===== src/rtl/matrix_pkg.sv =====
// Shared types and constants for the 8x8 LED matrix scan controller.
//   ROWS / COLS  : matrix geometry
//   scan_state_t : row timer phases (BLANK, ON)
//   row_t        : one row of pixel bits / one anode drive word
//   onehot_row() : row index -> one-hot anode pattern
package matrix_pkg;

  localparam int unsigned ROWS = 8;
  localparam int unsigned COLS = 8;

  typedef enum logic {
    BLANK = 1'b0,
    ON    = 1'b1
  } scan_state_t;

  typedef logic [COLS-1:0] row_t;

  function automatic row_t onehot_row(input logic [2:0] idx);
    row_t r;
    r      = '0;
    r[idx] = 1'b1;
    return r;
  endfunction

endpackage


===== src/rtl/matrix_row_timer.sv =====
// Row timer for the matrix scan: alternates a BLANK interval and an ON
// interval for each row, walking row 0..7, and subdivides ON into 16 PWM
// slots.
//   clk_i, rst_i   : clock, synchronous active-high reset
//   row_idx_o      : row currently being scanned
//   on_phase_o     : 1 while in the ON interval
//   slot_o         : PWM slot 0..15 within ON
//   frame_start_o  : 1 in the first BLANK cycle of row 0
//   frame_end_o    : 1 in the last ON cycle of row 7
module matrix_row_timer
  import matrix_pkg::*;
#(
  parameter int unsigned ROW_CYCLES   = 3360,
  parameter int unsigned BLANK_CYCLES = 16
) (
  input  logic       clk_i,
  input  logic       rst_i,
  output logic [2:0] row_idx_o,
  output logic       on_phase_o,
  output logic [3:0] slot_o,
  output logic       frame_start_o,
  output logic       frame_end_o
);

  localparam int unsigned SLOT      = ROW_CYCLES / 16;
  localparam int unsigned DWELL_MAX = (ROW_CYCLES > BLANK_CYCLES) ? ROW_CYCLES : BLANK_CYCLES;
  localparam int unsigned CNT_W     = $clog2(DWELL_MAX);
  localparam int unsigned SUB_W     = (SLOT > 1) ? $clog2(SLOT) : 1;

  localparam logic [CNT_W-1:0] ROW_LAST   = CNT_W'(ROW_CYCLES - 1);
  localparam logic [CNT_W-1:0] BLANK_LAST = CNT_W'(BLANK_CYCLES - 1);
  localparam logic [SUB_W-1:0] SUB_LAST   = SUB_W'(SLOT - 1);
  localparam logic [2:0]       IDX_LAST   = 3'(ROWS - 1);

  scan_state_t      state_q, state_d;
  logic [CNT_W-1:0] cnt_q, cnt_d;
  logic [SUB_W-1:0] sub_q, sub_d;
  logic [3:0]       slot_q, slot_d;
  logic [2:0]       idx_q, idx_d;

  always_ff @(posedge clk_i) begin
    if (rst_i) begin
      state_q <= BLANK;
      cnt_q   <= '0;
      sub_q   <= '0;
      slot_q  <= '0;
      idx_q   <= '0;
    end else begin
      state_q <= state_d;
      cnt_q   <= cnt_d;
      sub_q   <= sub_d;
      slot_q  <= slot_d;
      idx_q   <= idx_d;
    end
  end

  always_comb begin
    state_d = state_q;
    cnt_d   = cnt_q;
    sub_d   = sub_q;
    slot_d  = slot_q;
    idx_d   = idx_q;
    case (state_q)
      BLANK: begin
        if (cnt_q == BLANK_LAST) begin
          state_d = ON;
          cnt_d   = '0;
          sub_d   = '0;
          slot_d  = '0;
        end else begin
          cnt_d = cnt_q + 1'b1;
        end
      end
      ON: begin
        if (cnt_q == ROW_LAST) begin
          state_d = BLANK;
          cnt_d   = '0;
          sub_d   = '0;
          slot_d  = '0;
          idx_d   = idx_q + 1'b1;   // wraps 7 -> 0
        end else begin
          cnt_d = cnt_q + 1'b1;
          // sub counts cycles inside a slot; slot advances every SLOT cycles
          if (sub_q == SUB_LAST) begin
            sub_d  = '0;
            slot_d = slot_q + 1'b1;
          end else begin
            sub_d = sub_q + 1'b1;
          end
        end
      end
    endcase
  end

  assign row_idx_o     = idx_q;
  assign on_phase_o    = (state_q == ON);
  assign slot_o        = slot_q;
  assign frame_start_o = (state_q == BLANK) && (cnt_q == '0) && (idx_q == '0);
  assign frame_end_o   = (state_q == ON) && (cnt_q == ROW_LAST) && (idx_q == IDX_LAST);

endmodule


===== src/rtl/matrix_scan_ctrl.sv =====
// Scan scheduler for the 8x8 LED matrix: double-buffered frame store,
// frame-boundary swap, per-row blank + PWM-dimmed on interval.
//   clk, rst     : clock, synchronous active-high reset
//   wr_en/wr_row/wr_data : write one row into the back buffer
//   swap_req     : request front/back exchange at next frame boundary
//   swap_ack     : one-cycle pulse when the swap takes effect
//   brightness   : duty 0..15, captured at frame start
//   frame_start  : one-cycle pulse as row 0 enters blank
//   row          : one-hot anode drive (0 during blank)
//   col          : column drive, 1 = lit
// All outputs are registered from the row timer state, so they trail the
// timer by one cycle; frame_start therefore appears in the cycle after the
// timer sits in its frame-start state.
module matrix_scan_ctrl
  import matrix_pkg::*;
#(
  parameter int unsigned ROW_CYCLES   = 3360,
  parameter int unsigned BLANK_CYCLES = 16
) (
  input  logic       clk,
  input  logic       rst,
  input  logic       wr_en,
  input  logic [2:0] wr_row,
  input  logic [7:0] wr_data,
  input  logic       swap_req,
  output logic       swap_ack,
  input  logic [3:0] brightness,
  output logic       frame_start,
  output logic [7:0] row,
  output logic [7:0] col
);

  logic [2:0] tmr_row_idx;
  logic       tmr_on_phase;
  logic [3:0] tmr_slot;
  logic       tmr_frame_start;
  logic       tmr_frame_end;

  matrix_row_timer #(
    .ROW_CYCLES  (ROW_CYCLES),
    .BLANK_CYCLES(BLANK_CYCLES)
  ) u_timer (
    .clk_i        (clk),
    .rst_i        (rst),
    .row_idx_o    (tmr_row_idx),
    .on_phase_o   (tmr_on_phase),
    .slot_o       (tmr_slot),
    .frame_start_o(tmr_frame_start),
    .frame_end_o  (tmr_frame_end)
  );

  row_t [1:0][ROWS-1:0] bank_q, bank_d;
  logic                 front_sel_q, front_sel_d;
  logic                 pending_q, pending_d;
  logic [3:0]           bright_q, bright_d;
  row_t                 row_q, row_d;
  row_t                 col_q, col_d;
  logic                 swap_ack_q, swap_ack_d;
  logic                 frame_start_q, frame_start_d;
  logic                 swap_now;

  always_comb begin
    bank_d        = bank_q;
    // A write in the swap cycle still targets the current back bank,
    // which is exactly the bank becoming front.
    if (wr_en) begin
      bank_d[!front_sel_q][wr_row] = wr_data;
    end

    swap_now      = tmr_frame_end && (pending_q || swap_req);
    front_sel_d   = front_sel_q ^ swap_now;
    pending_d     = swap_now ? 1'b0 : (pending_q | swap_req);
    bright_d      = tmr_frame_start ? brightness : bright_q;

    row_d         = tmr_on_phase ? onehot_row(tmr_row_idx) : '0;
    col_d         = (tmr_on_phase && (tmr_slot < bright_q)) ?
                    bank_q[front_sel_q][tmr_row_idx] : '0;
    swap_ack_d    = swap_now;
    frame_start_d = tmr_frame_start;
  end

  always_ff @(posedge clk) begin
    if (rst) begin
      bank_q        <= '0;
      front_sel_q   <= 1'b0;
      pending_q     <= 1'b0;
      bright_q      <= '0;
      row_q         <= '0;
      col_q         <= '0;
      swap_ack_q    <= 1'b0;
      frame_start_q <= 1'b0;
    end else begin
      bank_q        <= bank_d;
      front_sel_q   <= front_sel_d;
      pending_q     <= pending_d;
      bright_q      <= bright_d;
      row_q         <= row_d;
      col_q         <= col_d;
      swap_ack_q    <= swap_ack_d;
      frame_start_q <= frame_start_d;
    end
  end

  assign row         = row_q;
  assign col         = col_q;
  assign swap_ack    = swap_ack_q;
  assign frame_start = frame_start_q;

endmodule


===== config.mk =====
export PLATFORM = sky130hd
export DESIGN_NAME = matrix_scan_ctrl
export DESIGN_NICKNAME = d
export VERILOG_FILES = /design/src/rtl/matrix_pkg.sv /design/src/rtl/matrix_row_timer.sv /design/src/rtl/matrix_scan_ctrl.sv
export SDC_FILE = /design/constraint.sdc
export NUM_CORES = 1
export LEC_CHECK = 0
export CAP_MARGIN = 20
export CORE_MARGIN = 2
export CORE_UTILIZATION = 25
export DETAILED_ROUTE_END_ITERATION = 6
export GPL_TIMING_DRIVEN = 0
export MAX_ROUTING_LAYER = met4
export PLACE_DENSITY_LB_ADDON = 0.15
export SLEW_MARGIN = 30
export SYNTH_ARGS = -nofsm -noshare
export SYNTH_HDL_FRONTEND = slang
export SYNTH_SLANG_ARGS = --single-unit

===== constraint.sdc =====
create_clock -name clk -period 5.69 [get_ports clk]
set_input_delay 1.707 -clock clk [delete_from_list [all_inputs] [get_ports clk]]
set_output_delay 1.707 -clock clk [all_outputs]
set_load 0.01 [all_outputs]

# --- Word level (Yosys, flattened, before mapping) ---
# Cells that the tools add are included.
op_classes:
  addsub: 4
  magnitude_cmp: 8
  n_eq_ne: 6
  n_mux: 25
  bitwise: 4
  reduce_logical: 18
op_table:
  columns: ["cell", "n"]
  rows:
  - ["64-bit 2-to-1 mux", 3]
  - ["128-bit bitwise mux", 1]
  - ["64-bit demux with 1-bit select", 1]
  - ["8-bit 2-to-1 mux", 5]
  - ["8-bit binary-select mux with 3-bit select", 1]
  - ["8-bit demux with 3-bit select", 1]
  - ["12-bit 2-to-1 mux", 2]
  - ["12-bit one-hot mux with 2 select lines", 1]
  - ["8-bit one-hot mux with 2 select lines", 1]
  - ["12-bit by 1-bit adder with 12-bit output, second input constant", 1]
  - ["12-bit equality test, second input constant", 1]
  - ["12-bit by 4-bit equality test with 1-bit output, second input constant", 1]
  - ["12-bit zero test", 1]
  - ["4-bit 2-to-1 mux", 3]
  - ["1-bit logical AND", 9]
  - ["8-bit by 1-bit adder with 8-bit output, second input constant", 1]
  - ["8-bit equality test, second input constant", 1]
  - ["3-bit by 4-bit less-than comparator with 1-bit output, second input constant", 2]
  - ["4-bit one-hot mux with 2 select lines", 1]
  - ["3-bit by 1-bit greater-or-equal comparator with 1-bit output, second input constant", 2]
  - ["2-bit OR reduction", 3]
  - ["4-bit by 1-bit adder with 4-bit output, second input constant", 1]
  - ["1-bit by 2-bit less-than comparator with 1-bit output, second input constant", 2]
  - ["4-bit less-than comparator", 1]
  - ["15 further kinds", 19]
totals:
  register_bits: 180
  in_bits: 19
  output_inout_bits: 18
  wordCells: 93

# --- Depth between registers and ports, before layout ---
# Gate-level depths: netlist of the first run.
logic_depth:
  depth_word: 7
  ltp_mapped: 9
  ltp_nobuf: 6

# --- Hierarchy ---
# Synthesis of the first run repeated with hierarchy kept, for this count alone.
hier_totals:
  hier_cells: 841
  area_unflattened_um2: 7898.8
by_module_without_submodules:
  columns: ["mod", "instances", "cells_each", "area_each_um2"]
  rows:
  - ["matrix_scan_ctrl", 1, 665, 6404.9]
  - ["matrix_row_timer", 1, 176, 1493.9]

# --- Worst setup path before layout of the first run ---
# Ideal clock, no wire load.
synth_path:
  path_kind: "input port to flip-flop"
  start: "input wr_row[1]"
  end: "register bank_q[10] in the netlist's numbering"
  t_arrival_ns: 2.900
  setup_slack_ns: 2.662
  path_stages: 6
  path_buffers: 2
  cell_sequence: "nor3b_1 > clkbuf_1 > and3_1 > buf_2 > mux2i_1 > nor2_1"
synth_between:
  elab_chain_cells: 7
  word_cells_on_any_way: 8
  cone_classes: "2 x order compare; 5 x mux; 1 x reduce/logical"
synth_rtl:
  columns: ["item", "line_no", "source"]
  rows:
  - ["start, declared", "matrix_scan_ctrl.sv:23", "input logic [2:0] wr_row,"]
  - ["3-bit by 4-bit less-than comparator with 1-bit output (implied by the code) / 3-bit by 1-bit greater-or-equal comparator with 1-bit output (equally long branches)", "matrix_scan_ctrl.sv:67", "bank_d[!front_sel_q][wr_row] = wr_data;"]
  - ["1-bit logical AND (implied by the code)", "matrix_scan_ctrl.sv:67", null]
  - ["8-bit 2-to-1 mux (implied by the code)", "matrix_scan_ctrl.sv:67", null]
  - ["8-bit demux with 3-bit select *", "matrix_scan_ctrl.sv:67", null]
  - ["64-bit 2-to-1 mux (implied by the code) *", "matrix_scan_ctrl.sv:67", null]
  - ["64-bit demux with 1-bit select *", "matrix_scan_ctrl.sv:67", null]
  - ["128-bit bitwise mux *", "matrix_scan_ctrl.sv:67", null]
  - ["end signal, assigned", "matrix_scan_ctrl.sv:93", "bank_q <= bank_d;"]
  - ["end, declared", "matrix_scan_ctrl.sv:52", "row_t [1:0][ROWS-1:0] bank_q, bank_d;"]
# Mark *: on every way between the ends. The rest lies on a longest branch, timed or not.
# A chain may end at the register's enable or synchronous reset.

# --- Final worst setup path of the first run ---
layout_path:
  start: "input wr_row[0]"
  end: "register bank_q[7] in the netlist's numbering"
# The elaborated chain is that of the path after synthesis.

==> results.toml, run 1 <==
[critical_path]
critPathLaunchType = "primary input"
path_class = "in -> reg"
cp_cell_sequence = "clkdlybuf4s50_1 -> nand2b_1 -> clkbuf_1 -> nand2b_1 -> clkbuf_1 -> mux2i_1 -> nor2_1"
cp_data_required_time_ps = 6000
cpPeakStageDelay_ps = 660
cp.arrival_ps = 4100
critical_path.max_fanout = 10
cpMaxStageDelayCell = "clkdlybuf4s50_1"
cp-end-kind = "flip-flop"

[die]
ioPinCount = 37
initial_utilization = 0.2525
die_w_um = 181.8
rows = 65
die_y_um = 181.8
core_area_um2 = 31310
die_area_um2 = 33060

[clock_tree]
cts.path.max_buffers = 2
htreeDepth = 4
cts.sinks = 180
clk_latency_ps = 450
cts_buffers = 17
cts_resized = 0
cts_root_buffer = "clkbuf_16"
post-cts-setup-buffers = 0
path_clk_slew_ps = 70
holdBufCountCts = 0
cts_tree = "built"

[logic_synthesis]
synth_seq_cells = 180
netlist.area_leader.share = 0.4558
ys_async_sr_fraction = 0
synth_area_leaders = "dfxtp_1 46%, mux4_2 9.1%, mux2i_1 8.9%"
synth_cell_types = 44
synth_enable_flop_cells = 0
yosys_warnings = 0
syn_nets = 880
syn_area_um2 = 7905
ys_seq_area_frac = 0.4558
yosysTopAreaCell = "dfxtp_1"
syn_inst = 850
synth-main-ff-cell = "dfxtp_1"
avgSynthCellArea_um2 = 9.300

[placed_design]
placedCellCount = 1287
dp.final_hpwl_um = 18140
globalplace.congestion = 0.7935
port_buffers = 35
place_ws_ps = 1466

[sta]
fin_crit_sh = 0.6666
hold_viol_final = 0
fin_skew_ps = 16.01
fin_ws_ps = 1897
worstMarginPinSlew_ps = 824.3
period_needed_ps = 3793
timing.hold.ws_ps = 459.1
fmax_mhz = 263.7
setup_viol = 0
maxSlewHeadroom = 0.4505
finalMaxSlewViolations = 0
tns_ps = 0
rsz0062_at_grt = "no"

[detailed_routing]
first_pass_iters = 5
drcViolationCount = 0
drt_wl_total_um = 25720
drt_iter0_drc = 415
antenna_left = 0
routedWlPerCell_um = 19.50
vias = 6422
vias_per_cell = 4.869

[min_path]
worst_hold_path_type = "reg -> reg"

[global_routing]
grt_use_met3 = 0.03149
antenna_found_initial = 0
grt.total_usage = 0.1651
grt_util_met1 = 0.2138
grt_pass1_vias = 6443
grt_pass1_wl_um = 39670
grtUsageMet2 = 0.2677
grt_max_degree = 18
overflow = 0
grt-busiest-layer = "met2"

[pwr]
leakage_uw = 0.003365
power_density_nw_per_um2 = 280.2
p_int_uw = 1935
p_switching_uw = 680.0
seqPwrFrac = 0.491
pwr-share-clk = 0.456
pwr-share-comb = 0.054
ir_drop_v = 0.0002104
power.share.switching = 0.2601

[cells_and_area]
fin_nets = 934
seqCellArea_um2 = 3603
syn2layout_area_growth_pct = 18.03
multi_input_area_um2 = 3958
final_layout_size_suffix_gt1_frac = 0.09487
antennaDiodeCount = 0
final_cell_mix = "180 x dfxtp_1, 102 x nand2_1, 88 x a21oi_1"
fin_cells = 1319
final_common_cell = "dfxtp_1"
nFillCells = 3336

[flow_run]
cap_violations = 0

[run_status]
status = "finished, final reports clean"
## power groups by stage
stage / Combinational (uW) / Sequential, uW / Clock [uW]
global placement: 141 / 1310 / 0
finish: 140 / 1280 / 1190
detailed placement: 141 / 1310 / 0
CTS: 142 / 1280 / 1220
global route: 154 / 1280 / 1270
floorplan: 73.0 / 1310 / 0
## sequential cells by signal, indices dropped and copies added, names as in the netlist, 3 cells and up
signal / cells
u_timer.cnt_q: 12
bright_q: 4
u_timer.sub_q: 8
u_timer.row_idx_o: 3
u_timer.slot_o: 4
bank_q: 128
row: 8
col: 8
## worst max-delay path: cells and delay by family
family | cells | cell delay (ps)
buffers and inverters | 3 | 1730
multiplexers | 1 | 260
AND/OR/NAND/NOR | 3 | 400
## worst paths after layout
kind,from,end,slack [ps],cells after the start
hold reg to reg,bank_q[71],bank_q[71],460,2
setup / recovery,wr_row[0],bank_q[7],1900,7
hold / removal,bank_q[71],bank_q[71],460,2
setup reg to reg,u_timer.row_idx_o[0],bright_q[3],3070,9
## final cells by class
cell class / instances / area share
clock buffers: 18 / 0.04600
clock inverters: 14 / 0.01529
well taps: 402 / 0.05391
flip-flops and latches: 180 / 0.3862
repair buffers: 35 / 0.03755
plain buffers: 68 / 0.02964
inverters: 18 / 0.007242
multi-input cells: 584 / 0.4242
## kinds of logic (layout without fill, tap and decap cells)
logic type | Yosys count | in the layout | share of synthesized area
and+or+nand+nor | 261 | 261 | 0.1502
AOI/OAI and AO/OA | 192 | 192 | 0.1307
muxes | 110 | 110 | 0.1912
xor gates and xnor gates | 10 | 10 | 0.01108
buffers and inverters | 86 | 153 | 0.04353
DFF | 180 | 180 | 0.4558
adders and majority gates | 11 | 11 | 0.01741
## cell usage after synthesis, types with 5 or more instances
cell type / n
a31oi_1: 5
buf_2: 10
nand2_1: 102
ha_1: 11
xnor2_1: 7
buf_1: 5
inv_1: 17
nor3_1: 5
nand2b_1: 7
a211oi_1: 11
nand3_1: 20
nor2_1: 85
and3_1: 5
a21oi_1: 88
mux2i_1: 70
mux2_2: 8
nand4_1: 8
dfxtp_1: 180
clkbuf_1: 50
mux4_2: 32
o21ai_0: 75
or3_1: 5
## per-stage QoR
step / instance area [um^2] / power (uW) / util
after floorplan: 7905 / 1383 / -
after detailed placement: 8758 / 1454 / 0.2797
final: 9330 / 2615 / 0.2980
after global placement: 8758 / 1453 / 0.2797
after global routing: 9330 / 2713 / 0.2980
after CTS: 9330 / 2644 / 0.2980
## metal layers
metal | share of wire | vias to the layer above
met5 | 0 | -
met4 | 0.013 | 0
met3 | 0.036 | 24
met2 | 0.48 | 116
met1 | 0.47 | 3167
li1 | - | 3115
(Power assumes the default switching activity.)
==> run 2, diff against run 1 <==
clock period = 3.9 ns   (was 5.69 ns; I/O delays follow)
==> results of run 2 <==
The final DEF is identical to that of run 1. Status: finished, final reports clean.
Main changes from that run: setup slack after placement 1466 ps -> 213.2 ps; setup slack after layout 1897 ps -> 644.3 ps; register-to-register setup slack 3070 ps -> 1280 ps; total power 2615 uW -> 3815 uW; worst IR drop on VDD 0.0002104 V -> 0.0003070 V
==> RTL edit, RTL diff (config.mk and constraints of run 2) <==
Register the input `swap_req` before use, with the module's reset. The logic sees it one clock later. The other inputs are not delayed to match.
--- a/src/rtl/matrix_scan_ctrl.sv
+++ b/src/rtl/matrix_scan_ctrl.sv
@@ -31,2 +31,12 @@
 );
+
+  logic swap_req_q;
+
+  always_ff @(posedge clk) begin
+    if (rst) begin
+      swap_req_q <= '0;
+    end else begin
+      swap_req_q <= swap_req;
+    end
+  end
 
@@ -69,5 +79,5 @@
 
-    swap_now      = tmr_frame_end && (pending_q || swap_req);
+    swap_now      = tmr_frame_end && (pending_q || swap_req_q);
     front_sel_d   = front_sel_q ^ swap_now;
-    pending_d     = swap_now ? 1'b0 : (pending_q | swap_req);
+    pending_d     = swap_now ? 1'b0 : (pending_q | swap_req_q);
     bright_d      = tmr_frame_start ? brightness : bright_q;
Behaviour: same outputs for any inputs over 10 cycles, from zero or initial values and one cycle with rst high; that may be too few to reach the edited logic, so the function may still have changed.
==> RTL edit against run 2 <==
  * Wire length increased by 1.8%
  * Count of clock-buffer cells in the layout grew 1
  * Setup slack got worse by 0.064 ns
  * Design area grew 0.35%
  * Total power rose by 1.8%
  * Utilization is essentially flat
  * Area after synthesis rose by 0.21%
  * Sequential cell count rose by 1
  * Critical path depth unchanged
  * Hold slack worse by 0.0027 ns
  * Global-route usage grew 0.13 points
  * Largest power group unchanged
==> RTL edit: results (changes against run 2) <==
[run_status]
status = complete, no violations

[cells_and_area]
buffer_area_frac = 0.0660  ; -0.00117
seq_share = 0.387  ; +0.000796
n_all_buffers = 101  ; -1.9%
fin_area_um2 = 9360  ; +0.35%
nClkBuffers = 19  ; +1
drive_gt1_frac = 0.0950  ; +0.000104
multi_input_comb_area_um2 = 3960  ; +0.13%
nNetsFinal = 933  ; -0.11%
nFillCells = 3341  ; +0.15%
final-clk-cell-share = 0.0628  ; +0.00152

[pwr]
p_leak_nw = 3.39  ; +0.80%
internal_power_w = 0.00287  ; +1.6%
pwr-share-comb = 0.052  ; -0.002
max-vdd-ir-drop_v = 0.000315  ; +2.6%
clkPwrFrac = 0.463  ; +0.007

[clock_network]
clock_sinks = 181  ; +0.56%
insertion_delay_ns = 0.45  ; about the same
cts_buffers = 17  ; unchanged

[synthesis]
synth_commonest_cells = 181 x dfxtp_1, 101 x nand2_1, 87 x a21oi_1
yosysSeqAreaShare = 0.457  ; +0.00159
synth.top_cells.by_area = dfxtp_1 46%, mux4_2 9.1%, mux2i_1 8.8%, a21oi_1 5.5%, nand2_1 4.8%
synth_fp_nets = 879  ; -0.11%
yosysUniqueCellTypes = 43  ; -2.3%
synth_compound_area_frac = 0.129  ; -0.00185
synth-adder-area-share = 0.0174  ; -0.0000358
synth_xor_xnor_area_share = 0.0122  ; +0.00108
muxShareOfSynthArea = 0.191  ; -0.000393
synth_cells = 849  ; -0.12%

[detailed_routing]
wl_met1_um = 13000  ; +7.4%
vias = 6481  ; +0.92%
wl_met2_um = 12000  ; -2.6%
wl_met3_um = 765  ; -18%
wl_um = 26200  ; +1.8%
vias_per_cell = 4.92  ; +1.0%
drt-initial-drc-count = 420  ; +1.2%

[grt]
grt_pass1_vias = 6277  ; -2.6%
grt_use_met2 = 0.257  ; -0.0105
grt_first_pass_wirelength_um = 39800  ; +0.35%
grtUsageMet3 = 0.0251  ; -0.00642
use_met1 = 0.226  ; +0.0126
grt_usage = 0.166  ; +0.00128
antenna_found_initial = 0  ; unchanged

[timing]
relSlewSlack = 0.416  ; -0.0344
period_minus_slack_ns = 3.32  ; +0.0644 ns
clock_skew_ns = 0.0110  ; -0.00503 ns

[worst_setup_path]
crit_slowest_cell = nor3b_1
timing.rr.end = bright_q[3]$_SDFFE_PP0P_
cp.arrival_ns = 3.64  ; +0.08 ns
cp-startpoint = wr_en
reg2reg_slack_ns = 1.23  ; -0.05 ns
cpPeakStageDelay_ns = 0.68  ; +0.02 ns
setup.worst_path.end = bank_q[13]$_SDFFE_PP0P_

[placed_design]
place_area_um2 = 8770  ; +0.19%
dpl.hpwl_um = 18400  ; +1.7%
dp_cells = 1286  ; -0.078%
dp_slack_ns = 0.132  ; -0.0807 ns
routabilityCongestion = 0.777  ; -2.0%

==> RTL edit: worst min-delay path by stage <==
stage / from / end / slack, ns / cells after the start
2_1_floorplan: bank_q[64]$_SDFFE_PP0P_ / bank_q[64]$_SDFFE_PP0P_ / 0.43 / 2
3_3_place_gp: bank_q[68]$_SDFFE_PP0P_ / bank_q[68]$_SDFFE_PP0P_ / 0.44 / 2
3_5_place_dp: bank_q[65]$_SDFFE_PP0P_ / bank_q[65]$_SDFFE_PP0P_ / 0.45 / 2
4_1_cts: bank_q[65]$_SDFFE_PP0P_ / bank_q[65]$_SDFFE_PP0P_ / 0.46 / 2
5_1_grt: bank_q[69]$_SDFFE_PP0P_ / bank_q[69]$_SDFFE_PP0P_ / 0.47 / 2
6_report: bank_q[65]$_SDFFE_PP0P_ / bank_q[65]$_SDFFE_PP0P_ / 0.46 / 2
==> RTL edit: critical path, delay by kind of cell <==
| family | cells | cell delay, ns |
|---|---|---|
| buf+inv | 3 | 1.28 |
| mux | 1 | 0.24 |
| simple gates | 3 | 0.94 |
